$ cat config.mk
export PLATFORM = sky130hd
export DESIGN_NAME = usb_cmd_proc
export DESIGN_NICKNAME = d
export VERILOG_FILES = /design/src/rtl/usb_cmd_proc.sv
export SDC_FILE = /design/constraint.sdc
export NUM_CORES = 1
export LEC_CHECK = 0
export ABC_CLOCK_PERIOD_IN_PS = 3700
export CAP_MARGIN = 10
export CORE_ASPECT_RATIO = 0.75
export CORE_MARGIN = 3
export CORE_UTILIZATION = 60
export CTS_CLUSTER_SIZE = 28
export DETAILED_ROUTE_END_ITERATION = 12
export PLACE_DENSITY = 0.81
export SLEW_MARGIN = 15
export SYNTH_ARGS = -nofsm -noshare
export SYNTH_HDL_FRONTEND = slang
export SYNTH_SLANG_ARGS = --single-unit
export TNS_END_PERCENT = 50
$ cat constraint.sdc
create_clock -name iCLK -period 3.7 [get_ports iCLK]
set_input_delay 0.74 -clock iCLK [delete_from_list [all_inputs] [get_ports iCLK]]
set_output_delay 0.74 -clock iCLK [all_outputs]
set_load 0.005 [all_outputs]
$ cat src/rtl/usb_cmd_proc.sv
// Host command processor between the USB-in and USB-out FIFOs.
// Decodes ECHO / VERSION / REG_WR / REG_RD packets and owns a small control register file.
module usb_cmd_proc #(
  parameter int unsigned MAX_LEN = 256,
  parameter int unsigned REG_NUM = 8,
  parameter logic [31:0] FW_VER  = 32'h0001_0000,
  parameter logic [31:0] FW_DATE = 32'h2024_0101
) (
  input  logic        iCLK,
  input  logic        iRESET,
  input  logic        iIN_EMPTY,
  output logic        oIN_RD,
  input  logic [31:0] iIN_DATA,
  input  logic        iOUT_FULL,
  output logic        oOUT_WR,
  output logic [31:0] oOUT_DATA,
  output logic [31:0] oCTRL,
  output logic        oBUSY,
  output logic        oERR
);

  localparam logic [7:0] OP_ECHO  = 8'h01;
  localparam logic [7:0] OP_VER   = 8'h02;
  localparam logic [7:0] OP_WRREG = 8'h03;
  localparam logic [7:0] OP_RDREG = 8'h04;
  localparam logic [7:0] OP_ERR   = 8'hFF;
  localparam int AW = (REG_NUM > 1) ? $clog2(REG_NUM) : 1;

  typedef enum logic [2:0] {
    S_IDLE, S_HDR, S_DEC, S_RSP_HDR, S_PAY_RD, S_PAY_CAP, S_WR, S_DRAIN
  } state_t;

  state_t      state_q;
  logic        capDone_q;
  logic [7:0]  op_q;
  logic [7:0]  tag_q;
  logic [15:0] len_q;
  logic [15:0] cnt_q;
  logic        outPend_q;
  logic [31:0] outData_q;
  logic        err_q;
  logic        bad_q;
  logic        drain_q;
  logic        phase_q;
  logic [7:0]  addr_q;
  logic [1:0]  seq_q;
  logic [31:0] regs_q [REG_NUM];

  logic        outFire;
  logic        rdFire;
  logic        hdrLegal;
  logic [31:0] regRdData;

  // A pending output word blocks new reads, so FIFO back-pressure propagates upstream.
  assign outFire = outPend_q & ~iOUT_FULL;
  assign rdFire  = ~iIN_EMPTY & ~outPend_q &
                   ((state_q == S_HDR) |
                    (((state_q == S_PAY_RD) | (state_q == S_DRAIN)) & (cnt_q != 16'd0)));

  assign oIN_RD    = rdFire;
  assign oOUT_WR   = outFire;
  assign oOUT_DATA = outData_q;
  assign oCTRL     = regs_q[0];
  assign oBUSY     = (state_q != S_IDLE);
  assign oERR      = err_q;

  always_comb begin
    hdrLegal = 1'b0;
    case (op_q)
      OP_ECHO, OP_RDREG: hdrLegal = (len_q != 16'd0) && ({16'd0, len_q} <= MAX_LEN);
      OP_VER:            hdrLegal = (len_q == 16'd0);
      OP_WRREG:          hdrLegal = (len_q != 16'd0) && !len_q[0] && ({16'd0, len_q} <= MAX_LEN);
      default:           hdrLegal = 1'b0;
    endcase
  end

  always_comb begin
    regRdData = '0;
    if ({24'd0, iIN_DATA[7:0]} < REG_NUM) regRdData = regs_q[iIN_DATA[AW-1:0]];
  end

  always_ff @(posedge iCLK) begin
    if (iRESET) begin
      state_q   <= S_IDLE;
      capDone_q <= 1'b0;
      op_q      <= '0;
      tag_q     <= '0;
      len_q     <= '0;
      cnt_q     <= '0;
      outPend_q <= 1'b0;
      outData_q <= '0;
      err_q     <= 1'b0;
      bad_q     <= 1'b0;
      drain_q   <= 1'b0;
      phase_q   <= 1'b0;
      addr_q    <= '0;
      seq_q     <= '0;
      for (int i = 0; i < int'(REG_NUM); i++) regs_q[i] <= '0;
    end else begin
      err_q <= 1'b0;
      if (outFire) outPend_q <= 1'b0;
      case (state_q)
        S_IDLE: if (!iIN_EMPTY) state_q <= S_HDR;
        S_HDR: if (rdFire) begin
          capDone_q <= 1'b0;
          state_q   <= S_DEC;
        end
        // First cycle captures the header, second cycle routes on the latched fields.
        S_DEC: if (!capDone_q) begin
          op_q      <= iIN_DATA[31:24];
          tag_q     <= iIN_DATA[23:16];
          len_q     <= iIN_DATA[15:0];
          cnt_q     <= iIN_DATA[15:0];
          capDone_q <= 1'b1;
        end else begin
          capDone_q <= 1'b0;
          bad_q     <= 1'b0;
          phase_q   <= 1'b0;
          drain_q   <= !hdrLegal;
          if (!hdrLegal)             state_q <= S_DRAIN;
          else if (op_q == OP_WRREG) state_q <= S_PAY_RD;
          else                       state_q <= S_RSP_HDR;
        end
        S_RSP_HDR: if (!outPend_q) begin
          outPend_q <= 1'b1;
          if (op_q == OP_VER) begin
            outData_q <= {OP_VER, tag_q, 16'd2};
            seq_q     <= 2'd0;
            state_q   <= S_WR;
          end else begin
            outData_q <= {op_q, tag_q, len_q};
            state_q   <= S_PAY_RD;
          end
        end
        S_PAY_RD: if (cnt_q == 16'd0) begin
          if (op_q != OP_WRREG) begin
            seq_q   <= 2'd2;
            state_q <= S_WR;
          end else if (!outPend_q) begin
            outPend_q <= 1'b1;
            outData_q <= {bad_q ? OP_ERR : OP_WRREG, tag_q, 16'd0};
            err_q     <= bad_q;
            seq_q     <= 2'd2;
            state_q   <= S_WR;
          end
        end else if (rdFire) begin
          state_q <= S_PAY_CAP;
        end
        // Reads only issue with no output pending, so loading here never overwrites a word.
        S_PAY_CAP: begin
          cnt_q <= cnt_q - 16'd1;
          if (drain_q) begin
            state_q <= S_DRAIN;
          end else begin
            state_q <= S_PAY_RD;
            case (op_q)
              OP_ECHO: begin
                outPend_q <= 1'b1;
                outData_q <= iIN_DATA;
              end
              OP_RDREG: begin
                outPend_q <= 1'b1;
                outData_q <= regRdData;
              end
              OP_WRREG: begin
                phase_q <= ~phase_q;
                if (!phase_q)                         addr_q <= iIN_DATA[7:0];
                else if ({24'd0, addr_q} < REG_NUM)   regs_q[addr_q[AW-1:0]] <= iIN_DATA;
                else                                  bad_q <= 1'b1;
              end
              default: ;
            endcase
          end
        end
        S_DRAIN: if (cnt_q == 16'd0) begin
          if (!outPend_q) begin
            outPend_q <= 1'b1;
            outData_q <= {OP_ERR, tag_q, 16'd0};
            err_q     <= 1'b1;
            seq_q     <= 2'd2;
            state_q   <= S_WR;
          end
        end else if (rdFire) begin
          state_q <= S_PAY_CAP;
        end
        S_WR: if (!outPend_q) begin
          case (seq_q)
            2'd0: begin
              outPend_q <= 1'b1;
              outData_q <= FW_VER;
              seq_q     <= 2'd1;
            end
            2'd1: begin
              outPend_q <= 1'b1;
              outData_q <= FW_DATE;
              seq_q     <= 2'd2;
            end
            default: state_q <= S_IDLE;
          endcase
        end
        default: state_q <= S_IDLE;
      endcase
    end
  end

endmodule
======== Yosys cells after proc, flatten, opt, wreduce, memory -nomap -nowiden ========
Memories as Yosys holds them, arrays and structs flattened.
Cells that the tools add are included.
word-level totals
  register bits after elaboration ......... 99
  RAM bits ................................ 256
  output and inout bits ................... 68
  memories kept ........................... 1
memories
  name    words  width  rd ports  clocked after memory_dff  wr ports  RTL line  source
  regs_q  8      32     2         0                         8         47        logic [31:0] regs_q [REG_NUM];
cells by class
  $add $sub $neg .......................... 1
  magnitude comparators ................... 3
  eq/ne operators ......................... 32
  multiplexer cells ....................... 82
  bitwise gates (word level) .............. 12
  reduce and logical (&&, ||, !) cells .... 29
operator list
  kind                                                                           number
  32-bit two-way mux                                                             11
  32-bit one-hot mux with 5 select lines                                         1
  32-bit one-hot mux with 2 select lines                                         2
  3-bit two-way mux                                                              14
  1-bit two-way mux                                                              33
  16-bit zero test                                                               2
  16-bit one-hot mux with 2 select lines                                         1
  16-bit nonzero test                                                            2
  32-bit OR reduction                                                            1
  2-bit inequality test (second input constant)                                  15
  3-bit one-hot mux with 8 select lines                                          1
  2-bit two-way mux                                                              9
  8-bit by 2-bit equality test with 1-bit output (second input constant)         2
  16-bit by 9-bit <= comparator with 1-bit output (second input constant)        1
  8-bit by 4-bit less-than comparator with 1-bit output (second input constant)  2
  16-bit two-way mux                                                             1
  16-bit by 1-bit subtractor with 16-bit output (second input constant)          1
  3-bit equality test (second input constant)                                    4
  6-bit AND reduction                                                            2
  11-bit AND reduction                                                           1
  8-bit by 1-bit equality test with 1-bit output (second input constant)         1
  8-bit by 3-bit equality test with 1-bit output (second input constant)         1
  8-bit two-way mux                                                              1
  8-bit by 2-bit inequality test with 1-bit output (second input constant)       1
  26 further kinds                                                               49

======== Depth between registers and ports, before layout ========
Gate-level depths: netlist (run 1).
  word-level depth ........................ 10
  mapped depth ............................ 9
  depth with buffers taken out ............ 7

======== Worst setup path after synthesis (run 1) ========
OpenSTA, ideal clock, no wires.
  path kind ............................... register to register
  start ................................... register op_q[0]
  end ..................................... memory regs_q[5][0] (enable)
  library setup time ...................... 0.375 ns
  arrival time ............................ 2.512 ns
  slack ................................... 0.814 ns
  cell stages (with the launch flop) ...... 7
  buffers on the path ..................... 1
  period minus slack after synthesis ...... 2.886 ns
  cells stage by stage .................... dfxtp_1 > buf_6 > or4b_2 > nor4_1 > nand4bb_1 > nor3b_1 > or2_2
RTL lines
  item                    RTL line  source
  from (decl)             35        logic [7:0] op_q;
  from (signal assigned)  110       op_q <= iIN_DATA[31:24];
  to (decl)               47

======== Worst setup path after layout (run 1) ========
  start ................................... register state_q[1]
  end ..................................... output oIN_RD
on the way
  longest elaborated chain between the ends .. 5
  elaborated cells between the ends (all ways) .. 7
  classes of those cells .................. 3 x eq/ne; 4 x bitwise
ends and longest elaborated chain
  item                    RTL line  source
  from (decl)             33        state_t state_q;
  from (signal assigned)  84        state_q <= S_IDLE;
  from (signal assigned)  103       S_IDLE: if (!iIN_EMPTY) state_q <= S_HDR;
  from (signal assigned)  106       state_q <= S_DEC;
  3-bit equality test     58        (((state_q == S_PAY_RD) | (state_q == S_DRAIN)) & (cnt_q != 16'd0)));
  1-bit bitwise OR        58
  1-bit AND               58
  1-bit bitwise OR (*)    57        ((state_q == S_HDR) |
  1-bit AND (*)           56        assign rdFire = ~iIN_EMPTY & ~outPend_q &
  to (decl)               12        output logic oIN_RD,
Mark *: on every way between the ends. The rest lies on a longest branch, timed or not.

==> results by group, run 1 <==
Detailed routing
  • DR pass1 iterations: 8
  • Final ANT Viol Nets: 0
  • DRC viols: 0
  • DR top layer: met4
  • Initial DRC Count: approximately 1600
  • Metal-1 WL: 17900 µm
  • Routed WL: 44900 µm
  • Total number of vias: around 12000
  • WL met3: 4470 µm
  • Avg WL per Cell: 24.8 µm
  • Vias per inst: 6.58
  • Met2 wire len: 21000 µm

Logic synthesis
  • Multiplexer share of the synthesized area: 0.101
  • Combinational family with the most area after synthesis: simple AND/OR/NAND/NOR gates
  • Synth area leader: edfxtp_1
  • Primary FF master, synth: edfxtp_1
  • Register area share after synthesis: 0.587
  • Synth unique cells: 76
  • XOR/XNOR share of the synthesized area: 0.000532
  • Post-synthesis compound-gate area fraction: 0.0954
  • Mapped Cells: between 1000 and 1500
  • Top-area cell type share of the netlist area: 0.467
  • Commonest cells post-synth: edfxtp_1, and2_1, nand2_1, dfxtp_1, clkbuf_1
  • Netlist Area Pre-Place: 16500 µm²
  • Syn_area_per_cell: 12.1 µm²
  • Yosys warning count: 0
  • Post-synth EDFFs: 256
  • Syn_nets: around 1400
  • Post-Synth Simple-Gate Area: 0.186
  • Most frequent cell after synthesis: edfxtp_1
  • #FFs+latches synth: between 300 and 400
  • Adder-Cell Fraction of Synth Area: 0.00152
  • Async S/R FF share, synth: 0
  • Synth top area cells: edfxtp_1, dfxtp_1, and2_1, mux4_2, nand2_1

Worst setup path
  • CP Data Arrival Time: between 2 and 3 ns
  • Worst path max stage delay: 0.57 ns
  • Worst-path fanout max: 12
  • CP top delay family: simple AND/OR/NAND/NOR gates
  • Reg2reg setup slack: 0.56 ns
  • Crit. End Element: primary output
  • Startpoint Class: flip-flop
  • Critical Setup Path Class: flip-flop to primary output
  • Buf+Inv Stages, Crit Path: 1
  • R2R cell count: 6
  • CP Cell Sequence: nor2b_1 > nor3_1 > a22oi_1 > nor3_1 > clkdlybuf4s50_1
  • Top cell by count, worst path: nor3_1
  • Worst reg2reg endpoint: regs_q[6][13]
  • Slowest CP cell: dfxtp_1
  • WP data required: 2.96 ns
  • Worst r2r src: op_q[0]

STA
  • Tmin final: 3.45 ns
  • RSZ-0062 raised after global routing: no
  • Fmax: 0.290 GHz
  • Slew headroom: 0.195
  • Tcrit/Tclk final: 0.934
  • Sum Neg Setup Slack: 0 ns
  • Slew @ Worst Pin: between 1 and 1.5 ns
  • Final max-slew violation count: 0
  • Hold Vio Cnt, Final: 0
  • # setup viols final: 0
  • Layout Skew: 0.0164 ns

Layout
  • Nets@finish: 1481
  • Fillers: 1756
  • Diodes inserted: 0
  • Area growth, synth to finish: 16.4%
  • Final core area utilization: 0.724
  • Proportion of layout cells with a drive suffix above 1: 0.146
  • Register area: 9670 µm²
  • Multi-input gate area: 6370 µm²

Global routing
  • Vias in the first global route: 11400
  • First-pass GRT wire length: 68200 µm
  • Largest net degree at the start of global routing: 62
  • Global Route Usage Sum: 0.304
  • Antenna violations before repair: 0
  • Global route overflow: 0

Place
  • Buffers on Ports: roughly 100
  • Gpl congestion: between 0.9 and 1
  • Hpwl dp: between 20000 and 30000 µm

Clock network
  • Clk sinks: 355
  • Root Buffer: clkbuf_16
  • Post-CTS Setup Inserts: 0
  • Clk_lat worst skew: 0.51 ns
  • CTS tree: yes
  • H-tree lvl count: 2
  • # resized after CTS: 0
  • Clk buf depth: 3
  • CTS buffer count: 35
  • Post-CTS Hold Buffers: 0
  • Clk slew on worst S/H paths: 0.06 ns

Floorplanning
  • I/O Pins: 104
  • Die area: 29500 µm²
  • Die X-Extent: 197 µm
  • Initial Util: 0.622
  • CORE AREA: between 20000 and 30000 µm²
  • Chip Height: 150 µm
  • Core Rows: between 50 and 60

Status
  • Outcome: finished, final reports clean

Power and ir drop
  • P_leak: 6.73 nW
  • Switching share of power: 0.234
  • Clock share of power: 0.403
  • Switching Power: 2.10 mW
  • Internal: 6.89 mW
  • Share of total power in combinational logic: 0.099
  • Seq pwr share: 0.498
  • Pwr per Cell Area: 469 nW/µm²
  • Max VDD drop: 0.000292 V

Hold path
  • Hold_sp: iRESET
  • Min-Delay Path Depth: 2
  • Type of the tightest min-delay check: input pin to flip-flop
  • Hold Path Sink: addr_q[0]

Job
  • MaxCap Viol Count: 0
layout by cell type (no fill, tap or decap), types with 5 or more instances in the layout:
cell,n
a211oi_1,8
a21oi_1,87
a221oi_1,8
a22oi_1,19
a311oi_1,29
a31oi_1,14
and2_1,255
buf_12,7
buf_4,50
clkbuf_1,11
clkbuf_16,37
clkdlybuf4s50_1,99
clkinv_1,5
dfxtp_1,99
edfxtp_1,256
inv_1,7
mux2_2,24
mux2i_1,9
mux4_2,58
nand2_1,153
nand2b_1,8
nand3_1,9
nor2_1,39
nor2b_1,6
nor3_1,11
nor4_1,16
o211ai_1,7
o21a_1,5
o21ai_0,18
o22ai_1,7
or2_2,9
or3_1,8
or4_1,6
per-stage QoR:
step                      instances  setup slack [ns]  cell area [µm²]  total power [mW]  hold WS (ns)
final                          1813             0.246            19200              9.00         0.450
after global routing           1813            0.0899            19200              9.22         0.461
after CTS                      1813             0.279            19200              9.00         0.444
after detailed placement       1750             0.465            18000              5.43         0.446
after global placement         1750             0.583            18000              5.40         0.442
after floorplan                1359             0.814            16500              5.02         0.436
worst max path at each step:
stage,from,to,slack [ns],cells past startpoint
after floorplan,op_q[0],regs_q[5][0],0.81,6
after global placement,iIN_DATA[3],oOUT_DATA[5],0.58,7
after detailed placement,iIN_DATA[5],oOUT_DATA[11],0.47,7
after CTS,state_q[1],oIN_RD,0.28,5
after global routing,state_q[1],oIN_RD,0.09,5
final,state_q[1],oIN_RD,0.25,5
routing by layer:
| layer | track usage | up-vias |
|---|---|---|
| li1 | - | 5209 |
| met1 | 0.436 | 5916 |
| met2 | 0.482 | 716 |
| met3 | 0.0488 | 89 |
| met4 | 0.104 | 0 |
| met5 | 0 | - |
sequential cells by signal (all words and copies together) (netlist names):
signal	flops
regs_q	256
oOUT_DATA	32
cnt_q	16
len_q	16
addr_q	8
op_q	8
tag_q	8
state_q	3
seq_q	2
bad_q	1
capDone_q	1
drain_q	1
oERR	1
outPend_q	1
phase_q	1
area by class of cell:
| class | count | share of cell area |
|---|---|---|
| inverters | 8 | 0.00157 |
| well taps | 344 | 0.0224 |
| multi-input cells | 885 | 0.332 |
| clock buffers | 49 | 0.0512 |
| clock inverters | 14 | 0.00894 |
| repair buffers | 158 | 0.0791 |
| flip-flops and latches | 355 | 0.504 |
kinds of logic after synthesis:
family                     count (synthesis)
and+or+nand+nor                          556
DFF                                      355
AOI/OAI and AO/OA                        235
buffers and inverters                    119
muxes                                     91
adders and majority gates                  2
xor gates and xnor gates                   1
power groups by stage:
| stage | clock network [mW] | logic [mW] | registers, mW |
|---|---|---|---|
| after floorplan | 0 | 0.495 | 4.53 |
| after global placement | 0 | 0.855 | 4.55 |
| after detailed placement | 0 | 0.872 | 4.56 |
| after CTS | 3.64 | 0.878 | 4.47 |
| after global routing | 3.79 | 0.947 | 4.49 |
| final | 3.63 | 0.890 | 4.48 |
No activity file was read; power rests on OpenSTA's default activity.
==> inputs of run 2 (changes only) <==
- CAP_MARGIN: 10 -> unset
==> results of run 2 <==
Same layout as run 1: the final DEF is identical, and so are final timing and power.
==> inputs of run 3 (changes only) <==
- ABC_CLOCK_PERIOD_IN_PS: 3700 -> 4150
- CAP_MARGIN: unset -> 10
- CORE_UTILIZATION: 60 -> 61
- PLACE_DENSITY: 0.81 -> 0.82
- clock period: 3.7 -> 4.15 ns (I/O delays scaled with it)
==> results by group, run 3 (same netlist as run 1, synthesis figures left out) <==
STA
  • PnR worst setup slack: 0.385 ns (+0.139 ns)
  • Slew @ Worst Pin: 1.20 ns (+0.00795 ns)
  • # setup viols final: 0 (unchanged)
  • Tmin final: 3.77 ns
  • Tcrit/Tclk final: 0.907
  • Slew headroom: 0.198 (+0.00312)
  • Fmax: 0.266 GHz
  • Final max-slew violation count: 0 (unchanged)
  • RSZ-0062 raised after global routing: no
  • Hold Vio Cnt, Final: 0 (unchanged)
  • Layout Skew: 0.0181 ns (+0.00177 ns)
  • Sum Neg Setup Slack: 0 ns (unchanged)

Clock network
  • Clk slew on worst S/H paths: 0.07 ns (about the same)
  • H-tree lvl count: 2 (unchanged)
  • Post-CTS Hold Buffers: 0 (unchanged)
  • Clk sinks: 355 (unchanged)
  • CTS tree: yes
  • Clk buf depth: 3 (unchanged)
  • Clk_lat worst skew: 0.52 ns (about the same)
  • # resized after CTS: 0 (unchanged)
  • CTS buffer count: 35 (unchanged)
  • Post-CTS Setup Inserts: 0 (unchanged)
  • Root Buffer: clkbuf_16

Global routing
  • Vias in the first global route: 11800 (+2.8%)
  • Global route overflow: 0 (unchanged)
  • GR Util met1: 0.452 (+0.0156)
  • Antenna violations before repair: 0 (unchanged)
  • Largest net degree at the start of global routing: 99 (+60%)
  • First-pass GRT wire length: 69400 µm (+1.7%)
  • Met2 Usage GRT: 0.485 (+0.00289)
  • Global Route Usage Sum: 0.312 (+0.00755)
  • Met3 usage: 0.0543 (+0.00551)
  • GR peak layer: met2

Layout
  • Proportion of layout cells with a drive suffix above 1: 0.142 (-0.00380)
  • Largest Register: regs_q
  • Max FFs per register: 256 (unchanged)
  • Nets@finish: 1473 (-0.54%)
  • Commonest non-fill, non-tap cell in the layout: edfxtp_1
  • Diodes inserted: 0 (unchanged)
  • Fillers: 1776 (+1.1%)
  • Most frequent cells in the layout: edfxtp_1, and2_1, nand2_1
  • Area growth, synth to finish: 15.7%

Floorplanning
  • CORE AREA: 26300 µm² (-0.72%)
  • Core Rows: 51 (unchanged)
  • Initial Util: 0.627 (+0.00453)
  • Chip Height: 148 µm (-0.79%)
  • Die area: 29000 µm² (-1.6%)
  • Die X-Extent: 196 µm (-0.80%)
  • I/O Pins: 104 (unchanged)

Detailed routing
  • Vias per inst: 6.60 (+0.29%)
  • Initial DRC Count: 1613 (+2.2%)
  • Final ANT Viol Nets: 0 (unchanged)
  • DR pass1 iterations: 6 (-2)
  • DRC viols: 0 (unchanged)
  • Routed WL: 45100 µm (+0.47%)
  • Avg WL per Cell: 25.0 µm (+1.0%)
  • Total number of vias: 11900 (-0.26%)

Worst setup path
  • Startpoint Class: flip-flop
  • Worst-path fanout max: 13 (+1)
  • CP Cell Sequence: buf_4 > nor2b_1 > nor3_1 > a22oi_1 > nor3_1 > clkdlybuf4s50_1
  • Crit. End Element: primary output
  • Top cell by count, worst path: nor3_1
  • Critical Setup Path Class: flip-flop to primary output
  • Slowest CP cell: nor2b_1
  • WP data required: 3.32 ns (+0.36 ns)
  • CP Data Arrival Time: 2.94 ns (+0.23 ns)
  • Worst path max stage delay: 0.60 ns (+0.03 ns)

Hold path
  • Type of the tightest min-delay check: flip-flop to flip-flop

Place
  • Hpwl dp: 28400 µm (-1.4%)
  • Pre-CTS setup slack: 0.724 ns (+0.259 ns)
  • Gpl congestion: 0.964 (-0.94%)
  • Buffers on Ports: 103 (unchanged)

Power and ir drop
  • Power consumption: 7.93 mW (-12%)
  • Max VDD drop: 0.000286 V (-2.3%)
  • Pwr per Cell Area: 416 nW/µm² (-11%)
  • P_leak: 6.67 nW (-0.93%)

Status
  • Outcome: finished, final reports clean

Job
  • MaxCap Viol Count: 0 (unchanged)
run 3: cell count changes in the layout (fill, tap and decap cells not counted), sizes merged:
cell      change
buf           -8
clkbuf        -7
clkinv        +4
clkinvlp      +2
bufinv        -1
run 3: final cells by class:
cell class              instances  area [µm²]  share of cell area
flip-flops and latches        355        9670               0.507
multi-input cells             885        6370               0.334
repair buffers                150        1440              0.0757
clock buffers                  42         955              0.0501
well taps                     344         430              0.0226
clock inverters                19         160             0.00840
inverters                       8        30.0             0.00158
run 3: critical path, delay by kind of cell, from the launching register on:
kind / cells / cell delay (ns)
DFF: 1 / 0.51
and+or+nand+nor: 3 / 0.95
buffers and inverters: 2 / 0.73
AOI/OAI and AO/OA: 1 / 0.22
run 3: layer usage:
metal	wire, µm	vias up
met5	0	-
met4	1620	0
met3	4610	112
met2	20600	728
met1	18300	5877
li1	-	5182
run 3: power breakdown:
group          internal (mW)  leakage [nW]  switching, mW
Clock                   1.82         0.543           1.33
Combinational          0.321          2.71          0.468
Sequential              3.92          3.42         0.0778
run 3: metrics by stage:
stage	instance area, µm²	cells	utilization	hold slack (ns)
6_report	19100	1803	0.725	0.462
5_1_grt	19100	1803	0.725	0.491
4_1_cts	19100	1803	0.725	0.462
3_5_place_dp	17900	1742	0.683	0.453
3_3_place_gp	17900	1742	0.683	0.441
2_1_floorplan	16500	1359	-	0.436
run 3: path summary, 6_finish.rpt:
check | start | end | slack (ns) | cells after the start
hold / removal | tag_q[7] | tag_q[7] | 0.46 | 2
hold reg to reg | tag_q[7] | tag_q[7] | 0.46 | 2
setup / recovery | state_q[0] | oIN_RD | 0.38 | 6
setup reg to reg | op_q[0] | regs_q[0][27] | 0.84 | 6
